--- config.mk ---
export PLATFORM = sky130hd
export DESIGN_NAME = muldiv_seq
export DESIGN_NICKNAME = d
export VERILOG_FILES = /design/src/rtl/muldiv_seq_pkg.sv /design/src/rtl/muldiv_step.sv /design/src/rtl/muldiv_seq.sv
export SDC_FILE = /design/constraint.sdc
export NUM_CORES = 1
export LEC_CHECK = 0
export ABC_AREA = 1
export BUFFER_PORTS_ARGS = -buffer_cell sky130_fd_sc_hd__buf_4
export CAP_MARGIN = 15
export CORE_AREA = 2 2 216 218
export CTS_CLUSTER_DIAMETER = 60
export CTS_CLUSTER_SIZE = 12
export DETAILED_ROUTE_END_ITERATION = 10
export DIE_AREA = 0 0 218 220
export HOLD_SLACK_MARGIN = 0.03
export SLEW_MARGIN = 20
export SYNTH_ARGS = -nofsm -noshare
export SYNTH_HDL_FRONTEND = slang
export SYNTH_SLANG_ARGS = --single-unit
export TNS_END_PERCENT = 50
--- constraint.sdc ---
create_clock -name clk -period 3.9 [get_ports clk]
set_input_delay 0.195 -clock clk [delete_from_list [all_inputs] [get_ports clk]]
set_output_delay 0.195 -clock clk [all_outputs]
set_load 0.02 [all_outputs]
--- src/rtl/muldiv_seq_pkg.sv ---
// Shared encodings for the iterative RV32M multiply/divide sequencer.
package muldiv_seq_pkg;

  localparam logic [2:0] MD_MUL    = 3'b000;
  localparam logic [2:0] MD_MULH   = 3'b001;
  localparam logic [2:0] MD_MULHSU = 3'b010;
  localparam logic [2:0] MD_MULHU  = 3'b011;
  localparam logic [2:0] MD_DIV    = 3'b100;
  localparam logic [2:0] MD_DIVU   = 3'b101;
  localparam logic [2:0] MD_REM    = 3'b110;
  localparam logic [2:0] MD_REMU   = 3'b111;

  typedef enum logic [2:0] {
    MD_IDLE = 3'd0,
    MD_PREP = 3'd1,
    MD_RUN  = 3'd2,
    MD_FIX  = 3'd3,
    MD_DONE = 3'd4
  } md_state_e;

  typedef enum logic {
    MODE_MUL = 1'b0,
    MODE_DIV = 1'b1
  } md_mode_e;

  // rs1 is signed for MUL/MULH/MULHSU/DIV/REM
  function automatic logic op_rs1_signed(input logic [2:0] f);
    return (f == MD_MUL) || (f == MD_MULH) || (f == MD_MULHSU) ||
           (f == MD_DIV) || (f == MD_REM);
  endfunction

  // rs2 is signed for MUL/MULH/DIV/REM
  function automatic logic op_rs2_signed(input logic [2:0] f);
    return (f == MD_MUL) || (f == MD_MULH) || (f == MD_DIV) || (f == MD_REM);
  endfunction

endpackage

--- src/rtl/muldiv_step.sv ---
// One radix-2 iteration: shift-add for multiply, restoring shift-subtract for divide.
module muldiv_step
  import muldiv_seq_pkg::*;
#(
  parameter int unsigned XLEN = 32
) (
  input  md_mode_e              mode,
  input  logic [2*XLEN-1:0]     acc,
  input  logic [XLEN-1:0]       operand,
  output logic [2*XLEN-1:0]     acc_nxt
);

  logic [XLEN:0]       sum;
  logic [XLEN:0]       diff;
  logic [2*XLEN-1:0]   shl;

  always_comb begin
    sum     = {1'b0, acc[2*XLEN-1:XLEN]} + (acc[0] ? {1'b0, operand} : (XLEN+1)'(0));
    shl     = {acc[2*XLEN-2:0], 1'b0};
    // bit shifted out of the remainder keeps the partial remainder XLEN+1 bits wide
    diff    = {acc[2*XLEN-1], shl[2*XLEN-1:XLEN]} - {1'b0, operand};
    acc_nxt = shl;
    if (mode == MODE_MUL) begin
      acc_nxt = {sum, acc[XLEN-1:1]};
    end else if (!diff[XLEN]) begin
      acc_nxt = {diff[XLEN-1:0], shl[XLEN-1:1], 1'b1};
    end
  end

endmodule

--- src/rtl/muldiv_seq.sv ---
// Fixed-latency RV32M multiply/divide sequencer; holds the pipeline via stall
// and returns a registered result with a one-cycle done pulse.
module muldiv_seq
  import muldiv_seq_pkg::*;
#(
  parameter int unsigned XLEN = 32,
  parameter int unsigned CNTW = $clog2(XLEN)
) (
  input  logic            clk,
  input  logic            rst,
  input  logic            start,
  input  logic [2:0]      funct3,
  input  logic [XLEN-1:0] rs1,
  input  logic [XLEN-1:0] rs2,
  input  logic            flush,
  output logic            stall,
  output logic            busy,
  output logic            done,
  output logic [XLEN-1:0] result
);

  localparam int unsigned     AW       = 2 * XLEN;
  localparam logic [CNTW-1:0] CNT_LAST = CNTW'(XLEN - 1);
  localparam logic [XLEN-1:0] INT_MIN  = {1'b1, {(XLEN-1){1'b0}}};

  md_state_e       state, state_nxt;
  md_mode_e        mode;
  logic [2:0]      op;
  logic [XLEN-1:0] a, b, opnd;
  logic [AW-1:0]   acc, acc_step, prod_s;
  logic [CNTW-1:0] cnt;
  logic            neg_main, neg_rem;
  logic            accept, busy_nxt, done_nxt;
  logic            s1, s2;
  logic [XLEN-1:0] a_abs, b_abs, quo_s, rem_s, fix_val;

  assign accept = start & ~flush;
  assign mode   = op[2] ? MODE_DIV : MODE_MUL;

  muldiv_step #(.XLEN(XLEN)) u_step (
    .mode    (mode),
    .acc     (acc),
    .operand (opnd),
    .acc_nxt (acc_step)
  );

  // state register
  always_ff @(posedge clk) begin
    if (rst) state <= MD_IDLE;
    else     state <= state_nxt;
  end

  // next-state logic; flush overrides everything
  always_comb begin
    state_nxt = state;
    case (state)
      MD_IDLE: if (accept) state_nxt = MD_PREP;
      MD_PREP: state_nxt = MD_RUN;
      MD_RUN:  if (cnt == CNT_LAST) state_nxt = MD_FIX;
      MD_FIX:  state_nxt = MD_DONE;
      MD_DONE: state_nxt = MD_IDLE;
      default: state_nxt = MD_IDLE;
    endcase
    if (flush) state_nxt = MD_IDLE;
  end

  // output decode; stall is combinational so the request cycle already freezes EX
  always_comb begin
    stall    = 1'b0;
    busy_nxt = 1'b0;
    done_nxt = 1'b0;
    case (state)
      MD_IDLE:                  stall = accept;
      MD_PREP, MD_RUN, MD_FIX:  stall = 1'b1;
      default:                  stall = 1'b0;
    endcase
    busy_nxt = (state_nxt == MD_PREP) || (state_nxt == MD_RUN) || (state_nxt == MD_FIX);
    done_nxt = (state_nxt == MD_DONE);
  end

  always_ff @(posedge clk) begin
    if (rst) begin
      busy <= 1'b0;
      done <= 1'b0;
    end else begin
      busy <= busy_nxt;
      done <= done_nxt;
    end
  end

  // operand magnitudes and sign selection
  always_comb begin
    s1    = op_rs1_signed(op) & a[XLEN-1];
    s2    = op_rs2_signed(op) & b[XLEN-1];
    a_abs = s1 ? -a : a;
    b_abs = s2 ? -b : b;
  end

  // sign fix-up, word select and divide special cases
  always_comb begin
    prod_s = neg_main ? -acc : acc;
    quo_s  = neg_main ? -acc[XLEN-1:0] : acc[XLEN-1:0];
    rem_s  = neg_rem  ? -acc[AW-1:XLEN] : acc[AW-1:XLEN];
    case (op)
      MD_MUL:                      fix_val = prod_s[XLEN-1:0];
      MD_MULH, MD_MULHSU, MD_MULHU: fix_val = prod_s[AW-1:XLEN];
      MD_DIV, MD_DIVU:             fix_val = quo_s;
      default:                     fix_val = rem_s;
    endcase
    if (op[2]) begin
      if (b == '0) begin
        fix_val = op[1] ? a : '1;
      end else if (!op[0] && (a == INT_MIN) && (b == '1)) begin
        fix_val = op[1] ? '0 : INT_MIN;
      end
    end
  end

  // datapath: operand latch, accumulator, counter, result register
  always_ff @(posedge clk) begin
    if (rst) begin
      op       <= 3'b000;
      a        <= '0;
      b        <= '0;
      opnd     <= '0;
      acc      <= '0;
      cnt      <= '0;
      neg_main <= 1'b0;
      neg_rem  <= 1'b0;
      result   <= '0;
    end else begin
      case (state)
        MD_IDLE: begin
          if (accept) begin
            op <= funct3;
            a  <= rs1;
            b  <= rs2;
          end
        end
        MD_PREP: begin
          acc      <= op[2] ? {XLEN'(0), a_abs} : {XLEN'(0), b_abs};
          opnd     <= op[2] ? b_abs : a_abs;
          neg_main <= s1 ^ s2;
          neg_rem  <= s1;
          cnt      <= '0;
        end
        MD_RUN: begin
          acc <= acc_step;
          cnt <= cnt + CNTW'(1);
        end
        MD_FIX: begin
          if (!flush) result <= fix_val;
        end
        default: ;
      endcase
    end
  end

endmodule

==> impl_metrics.yaml <==
run_status:
  outcome: "completed"
cts:
  numCtsBuffers: 29
  cts_sinks: 207
  cts_buffer_depth: 3
  clkTransAtPathRegs_ns: 0.07
  cts-root-buf: "clkbuf_16"
  clock_latency_ns: 0.60
  cts_tree: "built"
  htreeDepth: 1
  ctsResizeCount: 0
final_layout:
  fin_area_um2: 23100
  seq_area_um2: 4150
  fill_cells: 4967
  multi_input_area_um2: 13600
  fin_cells: 4298
  drive_gt1_share_pct: 7.59
  nets: 3820
  diodes: 0
  synthToLayoutAreaGrowth_pct: 14.0
grt:
  grt.met3_usage_pct: 6.49
  grt_pass1_wl_um: 141000
  grt_overflow: 0
  grt_usage_pct: 38.9
  use_met1_pct: 46.0
  grt.met2_usage_pct: 65.8
  grt_pass1_vias: 23300
  antenna_found_initial: 3
  grt_max_degree: 181
  busiest_layer: "met2"
critical_path:
  path_class: "flip-flop to flip-flop"
  arrival_ns: 3.77
  rr_endpoint: "acc[53]"
  critPathMaxStageDelay_ns: 0.60
  startpoint_type: "flip-flop"
  critPathMostFrequentCell: "nand2_4"
  endpoint_kind: "flip-flop"
  critical_path_buf_inv_count: 2
  worst_r2r_path_depth: 17
  worstPathCellList: "inv_1 -> fa_1 -> inv_1 -> nand2_1 -> nand2_1 -> nand3_1 -> nand2_2 -> nand2_2 -> nand2_4 -> nand2_4 -> nand2_4 -> nand2_4 -> nand2_8 -> nand2_2 -> nand3_1 -> nand3_1 -> a21oi_2"
  cp_data_required_time_ns: 4.42
  reg2reg_from: "acc[32]"
  r2r_slack_ns: 0.65
  slowest_stage: "dfxtp_1"
  critPathMaxFanout: 27
  critical-path-top-delay-family: "simple AND/OR/NAND/NOR gates"
worst_hold_path:
  whs_endpoint: "result[31]"
  hold_depth: 4
  hp-class: "primary input to flip-flop"
  hold_start: "rst"
routing:
  wl_um: 95100
  drt_iter0_markers: 2854
  via_count: 24800
  viasPerCell: 5.76
  dr.pass1.iters: 7
  drtAntennaViolNets: 0
  avgRoutedWirePerCell_um: 22.1
  route.detailed.drc: 0
placed_design:
  dp_slack_ns: 0.727
  placed_area_um2: 21500
  dp_hpwl_um: 75100
  io_buffer_count: 105
  dpl.cell_count: 4184
  gp_congestion: 1.05
sta:
  setup_viol_count_final: 0
  finalMaxSlewViolations: 0
  holdWs_ns: 0.278
  rsz0062_at_grt: "false"
  fin_crit_ns: 3.25
  fin_tns_setup_ns: 0
  hold_viol: 0
  relSlewSlack_pct: 27.9
  tightest_slew_ns: 1.08
  fin_crit_sh_pct: 83.3
  fin_ws_ns: 0.653
  max_clock_freq_ghz: 0.308
  skew_ns: 0.0185
synthesis:
  yosysSeqAreaShare_pct: 20.5
  ys_types: 53
  synthesis.area_um2: 20200
  ys_async_sr_fraction_pct: 0
  synth-main-ff-cell: "dfxtp_1"
  postSynthCellCount: 3590
  synth_edf_count: 0
  ys_warn_count: 0
  synth_fp_nets: 3734
  synth_seq_cells: 207
  synth_area_per_cell_um2: 5.64
power_and_ir_drop:
  power_density_nw_per_um2: 332
  vdd_drop_max_v: 0.000323
  switching_power_w: 0.00317
  p_sw_share_pct: 41.4
  p_clk_share_pct: 34.7
  p_int_w: 0.00450
  seqPwrFrac_pct: 30.8
  combPwrFrac_pct: 34.6
  leakagePower_nw: 11.3
flow_run:
  cap_violations: 0
floorplan:
  core_um2: 45900
  top_level_ports: 106
  fp-row-count: 79
  die_h_um: 220
  die_width_um: 218
  die_area_um2: 48000
  initial_core_util_pct: 44.1
## synthesized netlist by cell type (9+ instances only)
library cell | number | area [um2]
buf_2 | 21 | 105
nor3_1 | 47 | 235
a21oi_1 | 307 | 1540
ha_1 | 71 | 888
dfxtp_1 | 207 | 4140
nand2_2 | 15 | 93.8
nand4_1 | 44 | 275
a31oi_1 | 27 | 169
nor2_2 | 9 | 56.3
xor2_1 | 83 | 727
o21ai_0 | 260 | 1300
nand2_1 | 983 | 3690
inv_1 | 474 | 1780
o211ai_1 | 55 | 413
nor2_1 | 319 | 1200
o21ai_1 | 9 | 45.0
inv_2 | 23 | 86.3
nand3b_1 | 12 | 90.1
nand3_1 | 388 | 1940
o21bai_1 | 9 | 67.6
buf_1 | 23 | 86.3
clkbuf_1 | 102 | 383
nand3_2 | 13 | 130
## worst min-delay path: cells and delay by family
| kind | cells | cell delay, ns |
|---|---|---|
| buffers and inverters | 2 | 0.44 |
| AND/OR/NAND/NOR | 2 | 0.20 |
## power groups by stage
stage | registers [W] | clock network, W | logic, W
2_1_floorplan | 0.00233 | 0 | 0.00175
3_3_place_gp | 0.00240 | 0 | 0.00252
3_5_place_dp | 0.00240 | 0 | 0.00252
4_1_cts | 0.00235 | 0.00268 | 0.00259
5_1_grt | 0.00237 | 0.00278 | 0.00289
6_report | 0.00236 | 0.00266 | 0.00265
## metal layers
metal | wire length (um) | part of all wire (%)
met1 | 37100 | 39
met2 | 44000 | 46
met3 | 7180 | 7.6
met4 | 6800 | 7.2
met5 | 41 | 0.043
## kinds of logic after synthesis
| logic type | synth area share, % |
|---|---|
| and+or+nand+nor | 39.7 |
| AOI/OAI and AO/OA | 19.1 |
| buffers and inverters | 12.5 |
| DFF | 20.5 |
| xor gates and xnor gates | 3.68 |
| adders and majority gates | 4.59 |
## sequential cells by signal (all words and copies together) (netlist names)
| name | flops |
|---|---|
| a | 32 |
| acc | 64 |
| b | 32 |
| busy | 1 |
| cnt | 5 |
| done | 1 |
| neg_main | 1 |
| neg_rem | 1 |
| op | 3 |
| opnd | 32 |
| result | 32 |
| state | 3 |
## layout by cell type, fill, tap and decap left out, types with 4 or more instances in the layout
cell type      netlist  final
inv_2               23     22
nor3_1              47     47
buf_4                0    137
clkinvlp_4           0      4
o211ai_1            55     55
a21oi_2              8      8
clkbuf_16            0     29
inv_1              474    473
nand3_1            388    387
a21o_1               5      5
and2_1               5      5
nand4_1             44     44
ha_1                71     71
clkinv_1             5      5
dlygate4sd3_1        0     68
and3_1               4      4
o21ai_0            260    260
nand2_1            983    982
o21a_1               7      7
nor4_1               6      6
nand2_2             15     16
nand3_2             13     13
o21ai_1              9      9
a21oi_1            307    307
inv_8                0      6
xor2_1              83     83
nor2_2               9      9
dfxtp_1            207    205
a31oi_1             27     27
nand3b_1            12     12
nor2_1             319    319
nand2_4              7      7
o21bai_1             9      9
## how the worst max path moves through the flow
stage	start	end	slack (ns)	cells past startpoint
6_report	acc[32]	acc[53]	0.65	17
4_1_cts	acc[0]	acc[60]	0.71	17
2_1_floorplan	acc[0]	acc[63]	1.39	18
5_1_grt	acc[0]	acc[60]	0.44	18
3_5_place_dp	acc[0]	acc[60]	0.73	17
3_3_place_gp	acc[0]	acc[60]	0.73	17
## cell type report
| class | instances | area share [%] |
|---|---|---|
| clock buffers | 30 | 3.16 |
| clock inverters | 16 | 0.868 |
| inverters | 502 | 8.18 |
| multi-input cells | 2729 | 58.9 |
| flip-flops and latches | 207 | 18.0 |
| well taps | 607 | 3.29 |
| repair buffers | 207 | 7.58 |
## per-stage QoR
| step | utilization [%] | total power (W) |
|---|---|---|
| final | 50.3 | 0.00767 |
| after global routing | 50.3 | 0.00803 |
| after CTS | 50.3 | 0.00762 |
| after detailed placement | 46.8 | 0.00492 |
| after global placement | 46.8 | 0.00491 |
| after floorplan | - | 0.00407 |
## what timing repair did
action | CTS | global route
endpoints found under the setup margin | 0 | 0
buffers inserted | 0 | 0
endpoints found under the hold margin | 70 | 0
hold buffers | 68 | 0
Power figures use the tool's default switching activity.
